### config.mk
export PLATFORM = sky130hd
export DESIGN_NAME = ex_stage
export DESIGN_NICKNAME = d
export VERILOG_FILES = /design/src/rtl/ex_stage.sv
export SDC_FILE = /design/constraint.sdc
export NUM_CORES = 1
export LEC_CHECK = 0
export CAP_MARGIN = 0
export CORE_ASPECT_RATIO = 0.8
export CORE_MARGIN = 2
export CORE_UTILIZATION = 30
export CTS_BUF_LIST = sky130_fd_sc_hd__clkbuf_4
export CTS_CLUSTER_DIAMETER = 50
export DETAILED_ROUTE_END_ITERATION = 16
export MAX_ROUTING_LAYER = met4
export SYNTH_ARGS = -nofsm -noshare
export SYNTH_HDL_FRONTEND = slang
export SYNTH_SLANG_ARGS = --single-unit
### constraint.sdc
create_clock -name clk -period 2.9 [get_ports clk]
set_clock_uncertainty 0.05 [all_clocks]
set_input_delay 0.29 -clock clk [delete_from_list [all_inputs] [get_ports clk]]
set_output_delay 0.29 -clock clk [all_outputs]
set_load 0.01 [all_outputs]
### src/rtl/ex_stage.sv
// ex_stage: MIPS execute stage with HI/LO and a 32-step restoring divider.
// Define DIV_EN to build the divider; without it DIV/DIVU act as NOP and HI/LO stay 0.
module ex_stage (
  input  logic        clk,
  input  logic        rst,
  input  logic        flush_i,
  input  logic [7:0]  aluop_i,
  input  logic [2:0]  alusel_i,
  input  logic [31:0] rdata1_i,
  input  logic [31:0] rdata2_i,
  input  logic [4:0]  waddr_reg_i,
  input  logic        we_reg_i,
  input  logic [31:0] return_addr_i,
  input  logic        now_in_delayslot_i,
  output logic        we_reg_o,
  output logic [4:0]  waddr_reg_o,
  output logic [31:0] wdata_o,
  output logic        now_in_delayslot_o,
  output logic        stallreq_o,
  output logic [31:0] hi_o,
  output logic [31:0] lo_o
);
  localparam logic [7:0] EXE_AND_OP  = 8'b00100100;
  localparam logic [7:0] EXE_OR_OP   = 8'b00100101;
  localparam logic [7:0] EXE_XOR_OP  = 8'b00100110;
  localparam logic [7:0] EXE_NOR_OP  = 8'b00100111;
  localparam logic [7:0] EXE_SLL_OP  = 8'b01111100;
  localparam logic [7:0] EXE_SRL_OP  = 8'b00000010;
  localparam logic [7:0] EXE_SRA_OP  = 8'b00000011;
  localparam logic [7:0] EXE_MFHI_OP = 8'b00010000;
  localparam logic [7:0] EXE_MFLO_OP = 8'b00010010;
  localparam logic [2:0] EXE_RES_LOGIC       = 3'b001;
  localparam logic [2:0] EXE_RES_SHIFT       = 3'b010;
  localparam logic [2:0] EXE_RES_MOVE        = 3'b011;
  localparam logic [2:0] EXE_RES_JUMP_BRANCH = 3'b110;
  logic [31:0] logic_res, shift_res, sra_res, move_res;
  // kept apart so the arithmetic shift is not turned unsigned by a conditional
  assign sra_res = $signed(rdata2_i) >>> rdata1_i[4:0];
  always_comb begin
    logic_res = aluop_i == EXE_AND_OP ? rdata1_i & rdata2_i :
                aluop_i == EXE_OR_OP  ? rdata1_i | rdata2_i :
                aluop_i == EXE_XOR_OP ? rdata1_i ^ rdata2_i :
                aluop_i == EXE_NOR_OP ? ~(rdata1_i | rdata2_i) : '0;
    shift_res = aluop_i == EXE_SLL_OP ? rdata2_i << rdata1_i[4:0] :
                aluop_i == EXE_SRL_OP ? rdata2_i >> rdata1_i[4:0] :
                aluop_i == EXE_SRA_OP ? sra_res : '0;
    move_res = aluop_i == EXE_MFHI_OP ? hi_o : aluop_i == EXE_MFLO_OP ? lo_o : '0;
    wdata_o = rst                               ? '0 :
              alusel_i == EXE_RES_LOGIC         ? logic_res :
              alusel_i == EXE_RES_SHIFT         ? shift_res :
              alusel_i == EXE_RES_MOVE          ? move_res :
              alusel_i == EXE_RES_JUMP_BRANCH   ? return_addr_i : '0;
    we_reg_o = !rst && we_reg_i;
    waddr_reg_o = rst ? '0 : waddr_reg_i;
  end
  always_ff @(posedge clk) now_in_delayslot_o <= !rst && now_in_delayslot_i;
`ifdef DIV_EN
  localparam logic [7:0] EXE_DIV_OP  = 8'b00011010;
  localparam logic [7:0] EXE_DIVU_OP = 8'b00011011;
  typedef enum logic [1:0] {IDLE, BUSY, DONE} state_t;
  state_t state;
  logic [4:0] cnt;
  logic [64:0] sr;
  logic [31:0] dvs, a_abs, b_abs;
  logic [32:0] top, diff;
  logic neg_q, neg_r, div_op, sgn, ge;
  assign div_op = aluop_i == EXE_DIV_OP || aluop_i == EXE_DIVU_OP;
  assign sgn = aluop_i == EXE_DIV_OP;
  assign a_abs = sgn && rdata1_i[31] ? -rdata1_i : rdata1_i;
  assign b_abs = sgn && rdata2_i[31] ? -rdata2_i : rdata2_i;
  // partial remainder after the left shift of this step
  assign top = sr[63:31];
  assign ge = top >= {1'b0, dvs};
  assign diff = top - {1'b0, dvs};
  assign stallreq_o = !rst && div_op && state != DONE;
  always_ff @(posedge clk) begin
    if (rst) begin
      hi_o <= '0;
      lo_o <= '0;
    end
    if (rst || flush_i) begin
      state <= IDLE;
      cnt <= '0;
    end else begin
      case (state)
        IDLE: if (div_op) begin
          neg_q <= sgn && (rdata1_i[31] ^ rdata2_i[31]);
          neg_r <= sgn && rdata1_i[31];
          sr <= rdata2_i == '0 ? '0 : {33'b0, a_abs};
          dvs <= b_abs;
          cnt <= '0;
          state <= rdata2_i == '0 ? DONE : BUSY;
        end
        BUSY: begin
          sr <= ge ? {diff, sr[30:0], 1'b1} : {sr[63:0], 1'b0};
          cnt <= cnt + 5'd1;
          if (cnt == 5'd31) state <= DONE;
        end
        DONE: begin
          lo_o <= neg_q ? -sr[31:0] : sr[31:0];
          hi_o <= neg_r ? -sr[63:32] : sr[63:32];
          state <= IDLE;
        end
        default: state <= IDLE;
      endcase
    end
  end
`else
  logic unused_div;
  assign unused_div = flush_i;
  assign stallreq_o = 1'b0;
  assign hi_o = '0;
  assign lo_o = '0;
`endif
endmodule

==> impl_results.md, run 1 <==
* Hold/Removal Path Class: in2reg
* Hold WS at 730 ps
* Final Cycle Share at 101%
* Commonest non-fill, non-tap cell in the layout: buf_4
* Worst slack at placement at -763 ps
* Cell area after synthesis at 9110 µm²
* Slew Limit Fails at 0
* Register bit total from synthesis at 1
* Ports at between 200 and 250
* CP Launch Type: primary input
* Register with the most flip-flops: now_in_delayslot_o
* First-pass GRT wire length at between 70 and 80 mm
* Synth Area in Simple Gates at between 10% and 20%
* Max reg flops at 1
* Initial antenna violation count at 1
* CP Max Fanout at 16
* Post-synth EDFFs at 0
* Most frequent cells in the layout: buf_4, nand2_1, clkdlybuf4s50_1
* Status: finished with violations
* Mapped Cells at about 1200
* CP max stage delay at between 300 and 400 ps
* Final Hold Vio Count at 0
* Mean Syn Cell Area at 7.85 µm²
* Initial DRC count at 1089
* Clock-pin slew on the worst setup and hold paths at 0 ps
* Area Overhead vs Synth at 59.0%
* Fraction of registers with async set/reset at 0%
* WL/cell at 26.6 µm
* Distinct cells, synth at roughly 90
* Gr usage total at a little over a third
* Cell family with most CP delay: buffers and inverters
* Synth Area in Compound Gates at approximately a quarter
* Cell Rows at 57
* Initial DRT Pass Iterations at 5
* Endpoints failing setup at 1
* Largest family of logic cells by synthesized area: multiplexers
* XOR/XNOR share of the synthesized area at 3.08%
* Max Freq at approximately 340 MHz
* Worst-Margin Slew at about 580 ps
* Failing checks: negative setup slack
* Post-DRT Antenna Nets at 0
* Critical path origin: rdata1_i[1]
* Gpl congestion at between 0.9 and 1
* Relative slew margins at ~60%
* Initial Utilization at a little over 30%
* Most used cell, CP: buf_4
* Core Area at between 30000 and 40000 µm²
* DRC errors left at 0
* Post-DP HPWL at approximately 46 mm
* RSZ-0062 raised after global routing: true
* Crit path DAT at 2580 ps
* Worst path slowest cell: or2_1
* Nets@finish at roughly 1800
* Number of global-route vias before repair at around 11000
* Top flop regs: now_in_delayslot_o (1)
* Critical path type: in2out
* Number of max-cap violations at 0
* Largest net degree at the start of global routing at 67
* Mux share of post-synthesis cell area at a little under a third
* Crit end category: output port
* Die width at around 200 µm
* Critical path depth in cells at 11
* Via/cell ratio at 5.62
* Port bufs at 154
* Die height at between 150 and 200 µm
* Via Count at 11576
* Post-Route WL at roughly 55 mm
* Layout cell share with drive strength beyond 1 at between 40% and 50%
* Total grt overflow at 0
* CP endpoint: wdata_o[11]
* Die area at between 30000 and 40000 µm²
* Worst Path Required at between 2000 and 3000 ps
* CP Cell Sequence: buf_4, buf_12, buf_4, or2_1, buf_4, nor2_1, o211ai_1, a31oi_2, nand2_1, a31oi_1, dlygate4sd2_1
* Final worst slack at -22.6 ps
* WP buf/inv at 5
* Synth warn at 0
* Tmin final at about 2900 ps
* Register area share after synthesis at less than 1%
* Synth Area in Adders at slightly below 9%
* Post-synth top flop: dfxtp_1
cells by family after synthesis:
kind of cell / Yosys count
compound gates: 326
xor+xnor: 32
fa+ha+maj: 65
buf+inv: 262
flops: 1
mux: 191
other cells: 1
simple gates: 283
worst min path at each step:
stage / to / slack (ps) / cells after the start / start
global placement: now_in_delayslot_o / 690 / 2 / rst
floorplan: now_in_delayslot_o / 370 / 1 / now_in_delayslot_i
finish: now_in_delayslot_o / 730 / 2 / rst
global route: now_in_delayslot_o / 760 / 2 / rst
detailed placement: now_in_delayslot_o / 690 / 2 / rst
CTS: now_in_delayslot_o / 710 / 2 / rst
area by class of cell:
type,instances,area (µm²)
inverters,65,244
fillers,3013,15600
well taps,413,517
repair buffers,617,5210
flip-flops and latches,1,20.0
diodes,1,2.50
multi-input cells,962,8500
cell usage after synthesis, types with 8 or more instances:
library cell | number | share of area (%)
buf_6 | 16 | 2.0
nand2_1 | 112 | 4.6
a31oi_1 | 15 | 1.0
ha_1 | 65 | 8.9
nand3_1 | 20 | 1.1
xor2_1 | 9 | 0.87
mux4_2 | 70 | 17
o211ai_1 | 27 | 2.2
a21oi_1 | 83 | 4.6
nor2b_1 | 15 | 1.0
and3_1 | 8 | 0.55
buf_2 | 32 | 1.8
mux2i_1 | 81 | 8.9
mux2_2 | 33 | 4.1
nor3_1 | 17 | 0.93
xnor2_1 | 23 | 2.2
a32oi_1 | 9 | 0.87
a211oi_1 | 17 | 1.4
nand2b_1 | 13 | 0.89
o22ai_1 | 14 | 0.96
buf_1 | 9 | 0.37
nor2_1 | 63 | 2.6
a221oi_1 | 8 | 0.77
a22oi_1 | 8 | 0.66
buf_4 | 76 | 6.3
inv_1 | 60 | 2.5
clkbuf_1 | 57 | 2.3
o21ai_0 | 53 | 2.9
repair_timing:
| item | 4_1_cts | 5_1_grt |
|---|---|---|
| setup endpoints to repair | 32 | 28 |
| hold buffers | 0 | 0 |
| gates resized for setup | 285 | 73 |
| pin swaps | 43 | 19 |
| buffers inserted | 21 | 12 |
| cloned | 2 | 0 |
per-layer routing:
layer | vias to the layer above | share of wire, % | track usage (%)
li1 | 5165 | - | -
met1 | 5639 | 42 | 46.5
met2 | 671 | 43 | 51.5
met3 | 101 | 9.6 | 6.91
met4 | 0 | 4.8 | 12.6
met5 | - | 0 | -
stage by stage:
stage | instances | area [µm²] | utilization, % | setup TNS (ps)
2_1_floorplan | 1225 | 9350 | - | 0
3_3_place_gp | 2025 | 13600 | 45.2 | -18120
3_5_place_dp | 2025 | 13600 | 45.2 | -17800
4_1_cts | 2046 | 14300 | 47.6 | -25.2
5_1_grt | 2059 | 14500 | 48.1 | -64.0
6_report | 2059 | 14500 | 48.1 | -22.6
==> inputs of run 2 (changes only) <==
--- a/config.mk
+++ b/config.mk
@@ -10,7 +10,6 @@
 export CORE_MARGIN = 2
 export CORE_UTILIZATION = 30
 export CTS_BUF_LIST = sky130_fd_sc_hd__clkbuf_4
-export CTS_CLUSTER_DIAMETER = 50
 export DETAILED_ROUTE_END_ITERATION = 16
 export MAX_ROUTING_LAYER = met4
 export SYNTH_ARGS = -nofsm -noshare
==> constraint.sdc (replaced) <==
create_clock -name clk -period 3.47 [get_ports clk]
set_clock_uncertainty 0.05 [all_clocks]
set_input_delay 0.347 -clock clk [delete_from_list [all_inputs] [get_ports clk]]
set_output_delay 0.347 -clock clk [all_outputs]
set_load 0.01 [all_outputs]
==> run 2 against run 1 <==
The flow now finishes without violations. Critical endpoint is now wdata_o[3]. Utilization down 3.3 points. Routed wire length down 7.2%. Via count down 4.1%. Sequential share of layout area about the same.
==> impl_results.md, run 2 (synthesized netlist as in run 1, its figures left out) <==
* Die height at roughly 160 µm
* Hold/Removal Path Class: in2reg
* Via/cell ratio at ~5.6
* Crit path DAT at 3040 ps
* Worst-Margin Slew at ~600 ps
* Nets@finish at between 1500 and 2000
* Initial Utilization at 30.3%
* Largest net degree at the start of global routing at 65
* Initial DRC count at about 1300
* Gr usage total at roughly a third
* DRC errors left at 0
* Tmin final at around 3400 ps
* Sum Neg Setup Slack at 0 ps
* Total power at 0.00189 W
* Relative slew margins at approximately 59%
* Layout cell share with drive strength beyond 1 at roughly 36%
* Gpl congestion at just over 1
* Critical path type: in2out
* Hold_buf cts at 0
* Critical path origin: rdata2_i[3]
* Final Hold Vio Count at 0
* Number of global-route vias before repair at ~11000
* Post-layout util at approximately 45%
* Worst path slowest cell: clkdlybuf4s50_1
* Cell family with most CP delay: buffers and inverters
* Post-DRT Antenna Nets at 0
* CP max stage delay at ~590 ps
* DP Cell Count at between 1500 and 2000
* WP buf/inv at 4
* Critical path depth in cells at 10
* VDD IR max at between 70 and 80 µV
* Die area at around 32000 µm²
* Via Count at 11098
* Register with the most flip-flops: now_in_delayslot_o
* Hold WS at ~750 ps
* Initial antenna violation count at 3
* Clock-pin slew on the worst setup and hold paths at 0 ps
* Number of max-cap violations at 0
* Final Cycle Share at just under 100%
* Ports at around 220
* Max Freq at just under 300 MHz
* RSZ-0062 raised after global routing: false
* Most frequent cells in the layout: buf_4, nand2_1, clkdlybuf4s50_1
* Status: finished, final reports clean
* Port bufs at around 150
* Die width at between 150 and 200 µm
* Commonest non-fill, non-tap cell in the layout: buf_4
* First-pass GRT wire length at 72.6 mm
* Total grt overflow at 0
* Post-Route WL at slightly above 50 mm
* Power per Cell Area at around 140 nW/µm²
* Non-Filler Instances at between 1500 and 2000
* CP Max Fanout at 5
* Top flop regs: now_in_delayslot_o (1)
* Leakage at about 6.3 nW
* Endpoints failing setup at 0
* Crit end category: output port
* Core Area at 30100 µm²
* Max reg flops at 1
* Initial DRT Pass Iterations at 5
* Cell Rows at 57
* Area Overhead vs Synth at 48.0%
* CP Launch Type: primary input
* Worst Path Required at ~3000 ps
* Post-DP HPWL at ~42 mm
* WL/cell at 25.7 µm
* CP Cell Sequence: clkdlybuf4s50_1, buf_4, buf_4, mux4_2, nand2_1, and3_1, a21oi_1, o221ai_2, a211oi_1, clkdlybuf4s50_1
* Slew Limit Fails at 0
* CP endpoint: wdata_o[3]
## run 2: cell count changes in the layout (fill, tap and decap cells not counted), sizes merged
cell	delta
buf	-109
clkdlybuf4s50	+28
dlymetal6s2s	+14
clkbuf	-9
clkdlybuf4s15	-6
dlygate4sd2	-3
diode	+2
bufbuf	-1
## run 2: area by class of cell
class                   instances  area, µm²
fillers                      3082      16600
inverters                      65        244
diodes                          3       7.51
flip-flops and latches          1       20.0
well taps                     413        517
multi-input cells             962       8050
repair buffers                531       4650
## run 2: worst min path at each step
| stage | startpoint | endpoint | slack (ps) | cells after the start |
|---|---|---|---|---|
| final | rst | now_in_delayslot_o | 750 | 2 |
| after global routing | rst | now_in_delayslot_o | 790 | 2 |
| after CTS | rst | now_in_delayslot_o | 750 | 2 |
| after detailed placement | rst | now_in_delayslot_o | 750 | 2 |
| after global placement | rst | now_in_delayslot_o | 730 | 2 |
| after floorplan | now_in_delayslot_i | now_in_delayslot_o | 430 | 1 |
## run 2: repair_timing
action                                  CTS  global route
endpoints found under the hold margin     0             0
resized for setup                        61            36
endpoints found under the setup margin   26            20
pin swaps                                10             7
setup buffers                             6             4
## run 2: layer usage
layer  global-route usage, %  part of all wire, %
met3                    6.40                  9.3
met5                       -                    0
met4                    8.07                  3.1
met2                    46.2                   43
met1                    45.4                   45
## run 2: where the power goes
part	internal, W	switching (W)
logic	0.000883	0.000991
clock network	0.000000000184	0
registers	0.0000124	0.000000160
## run 2: through the flow
| stage | setup slack, ps | cell area [µm²] |
|---|---|---|
| 6_report | 30.0 | 13500 |
| 5_1_grt | 0.525 | 13500 |
| 4_1_cts | -3.89 | 13300 |
| 3_5_place_dp | -237 | 13100 |
| 3_3_place_gp | -276 | 13100 |
| 2_1_floorplan | 855 | 9350 |
Note: power is estimated with default switching activity, not from simulation.
==> inputs of run 3 (changes only) <==
--- a/config.mk
+++ b/config.mk
@@ -8,10 +8,11 @@
 export CAP_MARGIN = 0
 export CORE_ASPECT_RATIO = 0.8
 export CORE_MARGIN = 2
-export CORE_UTILIZATION = 30
+export CORE_UTILIZATION = 45
 export CTS_BUF_LIST = sky130_fd_sc_hd__clkbuf_4
 export DETAILED_ROUTE_END_ITERATION = 16
 export MAX_ROUTING_LAYER = met4
+export PLACE_DENSITY = 0.74
 export SYNTH_ARGS = -nofsm -noshare
 export SYNTH_HDL_FRONTEND = slang
 export SYNTH_SLANG_ARGS = --single-unit
==> run 3 against run 2 <==
The run now ends with negative setup slack left. Utilization up 21 points. Worst hold slack better by 120 ps. Final area down 3.5%. Routed wire length down 5.4%. Combinational power down 2%. Die area down 33%. Global-route usage up 13 points. Cell count down 9.7%. Worst setup slack worse by 40 ps. Critical path type unchanged. Critical endpoint is now wdata_o[27]. Largest cell class unchanged.
==> impl_results.md, run 3 (synthesized netlist as in run 1, its figures left out) <==
* Sum Neg Setup Slack at -9.50 ps
* Area Overhead vs Synth at 42.8%
* Max Freq at approximately 290 MHz
* Worst slack at placement at -186 ps
* First-pass GRT wire length at about 70 mm
* Layout cell share with drive strength beyond 1 at roughly a third
* CP Launch Type: primary input
* Relative slew margins at a little under three fifths
* Post-Route WL at 48.1 mm
* Hold/Removal Path Class: in2reg
* Most frequent cells in the layout: buf_4, clkdlybuf4s50_1, nand2_1
* Non-Filler Instances at 1783
* Most Used Layer, Global Route: met2
* Port bufs at roughly 150
* Cell Rows at 46
* Ports at between 200 and 250
* Die area at ~21000 µm²
* Worst-Margin Slew at 632 ps
* Hold_buf cts at 0
* Core Area at roughly 20000 µm²
* Met2 Resource Use GR at roughly two thirds
* Critical path type: in2out
* Power per Cell Area at 142 nW/µm²
* Via/cell ratio at 6.37
* Crit path DAT at 3080 ps
* Worst Path Required at 3070 ps
* Max reg flops at 1
* Initial Utilization at roughly 46%
* Total grt overflow at 0
* Leakage at about 6.1 nW
* Gr usage total at between 40 and 50%
* Endpoints failing setup at 1
* Post-DRT Antenna Nets at 0
* DP Cell Count at 1777
* Slew Limit Fails at 0
* Die height at roughly 130 µm
* Die width at about 160 µm
* Initial DRC count at roughly 1700
* CP Max Fanout at 9
* Final worst slack at -9.50 ps
* Initial DRT Pass Iterations at 6
* Largest net degree at the start of global routing at 60
* Register with the most flip-flops: now_in_delayslot_o
* VDD IR max at about 87 µV
* WL/cell at ~27 µm
* Clock-pin slew on the worst setup and hold paths at 0 ps
* Commonest non-fill, non-tap cell in the layout: buf_4
* Met1 usage at between 60% and 70%
* Fill count at about 1800
* Multi-input logic area at 8020 µm²
* Nets@finish at between 1500 and 2000
* Crit end category: output port
* DRC errors left at 0
* ANT cells at 0
* Number of max-cap violations at 0
* Tmin final at 3480 ps
* Final Hold Vio Count at 0
* Via Count at between 10000 and 15000
* Total power at approximately 0.0018 W
* Final Cycle Share at 100%
* Hold WS at a little under 900 ps
* Top flop regs: now_in_delayslot_o (1)
* Failing checks: negative setup slack
* Grt met3 use at between 8 and 9%
* Gpl congestion at roughly 1.1
* Number of global-route vias before repair at between 10000 and 15000
* Register Area at between 20 and 25 µm²
* Initial antenna violation count at 0
* Status: finished with violations
* Post-DP HPWL at 39.7 mm
## run 3: changes by cell type in the layout (fill, tap and decap cells not counted), sizes merged
cell	change
clkdlybuf4s50	+6
clkdlybuf4s15	-1
dlygate4sd2	-7
dlymetal6s2s	+2
diode	-3
buf	-40
## run 3: report_power, final
group | internal, W | switching [W]
Combinational | 0.000856 | 0.000976
Clock | 0 | 0
Sequential | 0.0000124 | 0.000000155
Total | 0.000869 | 0.000977
## run 3: timing repair
| action | CTS | global route |
|---|---|---|
| cloned | 0 | 0 |
| setup endpoints to repair | 28 | 22 |
| resized for setup | 40 | 50 |
| setup buffers | 3 | 3 |
| pin swaps | 4 | 7 |
## run 3: critical path, stage by stage
cell             delay [ps]
clkdlybuf4s50_1         450
buf_4                   220
buf_4                   170
mux4_2                  470
nor2_1                  300
a211oi_2                100
a211o_1                 280
o211ai_1                130
a31oi_1                 120
clkdlybuf4s50_1         500
## run 3: final timing paths
kind | from | endpoint | slack [ps] | depth (start not counted)
setup / recovery | rdata2_i[25] | wdata_o[27] | -9 | 10
hold / removal | now_in_delayslot_i | now_in_delayslot_o | 870 | 2
## run 3: final cells by class
cell class / count / area share, %
Sequential cell: 1 / 0.154
Inverter: 65 / 1.88
Timing Repair Buffer: 491 / 33.8
Multi-Input combinational cell: 962 / 61.6
Tap cell: 264 / 2.54
## run 3: layer usage
metal	routed length (µm)	vias up
met1	18900	5384
met5	0	-
met3	6080	133
li1	-	4902
met4	2610	0
met2	20500	937
## run 3: stage by stage
| stage | utilization, % | instance area (µm²) |
|---|---|---|
| detailed placement | 64.1 | 12700 |
| floorplan | - | 9350 |
| global route | 65.5 | 13000 |
| CTS | 64.6 | 12800 |
| finish | 65.5 | 13000 |
| global placement | 64.1 | 12700 |
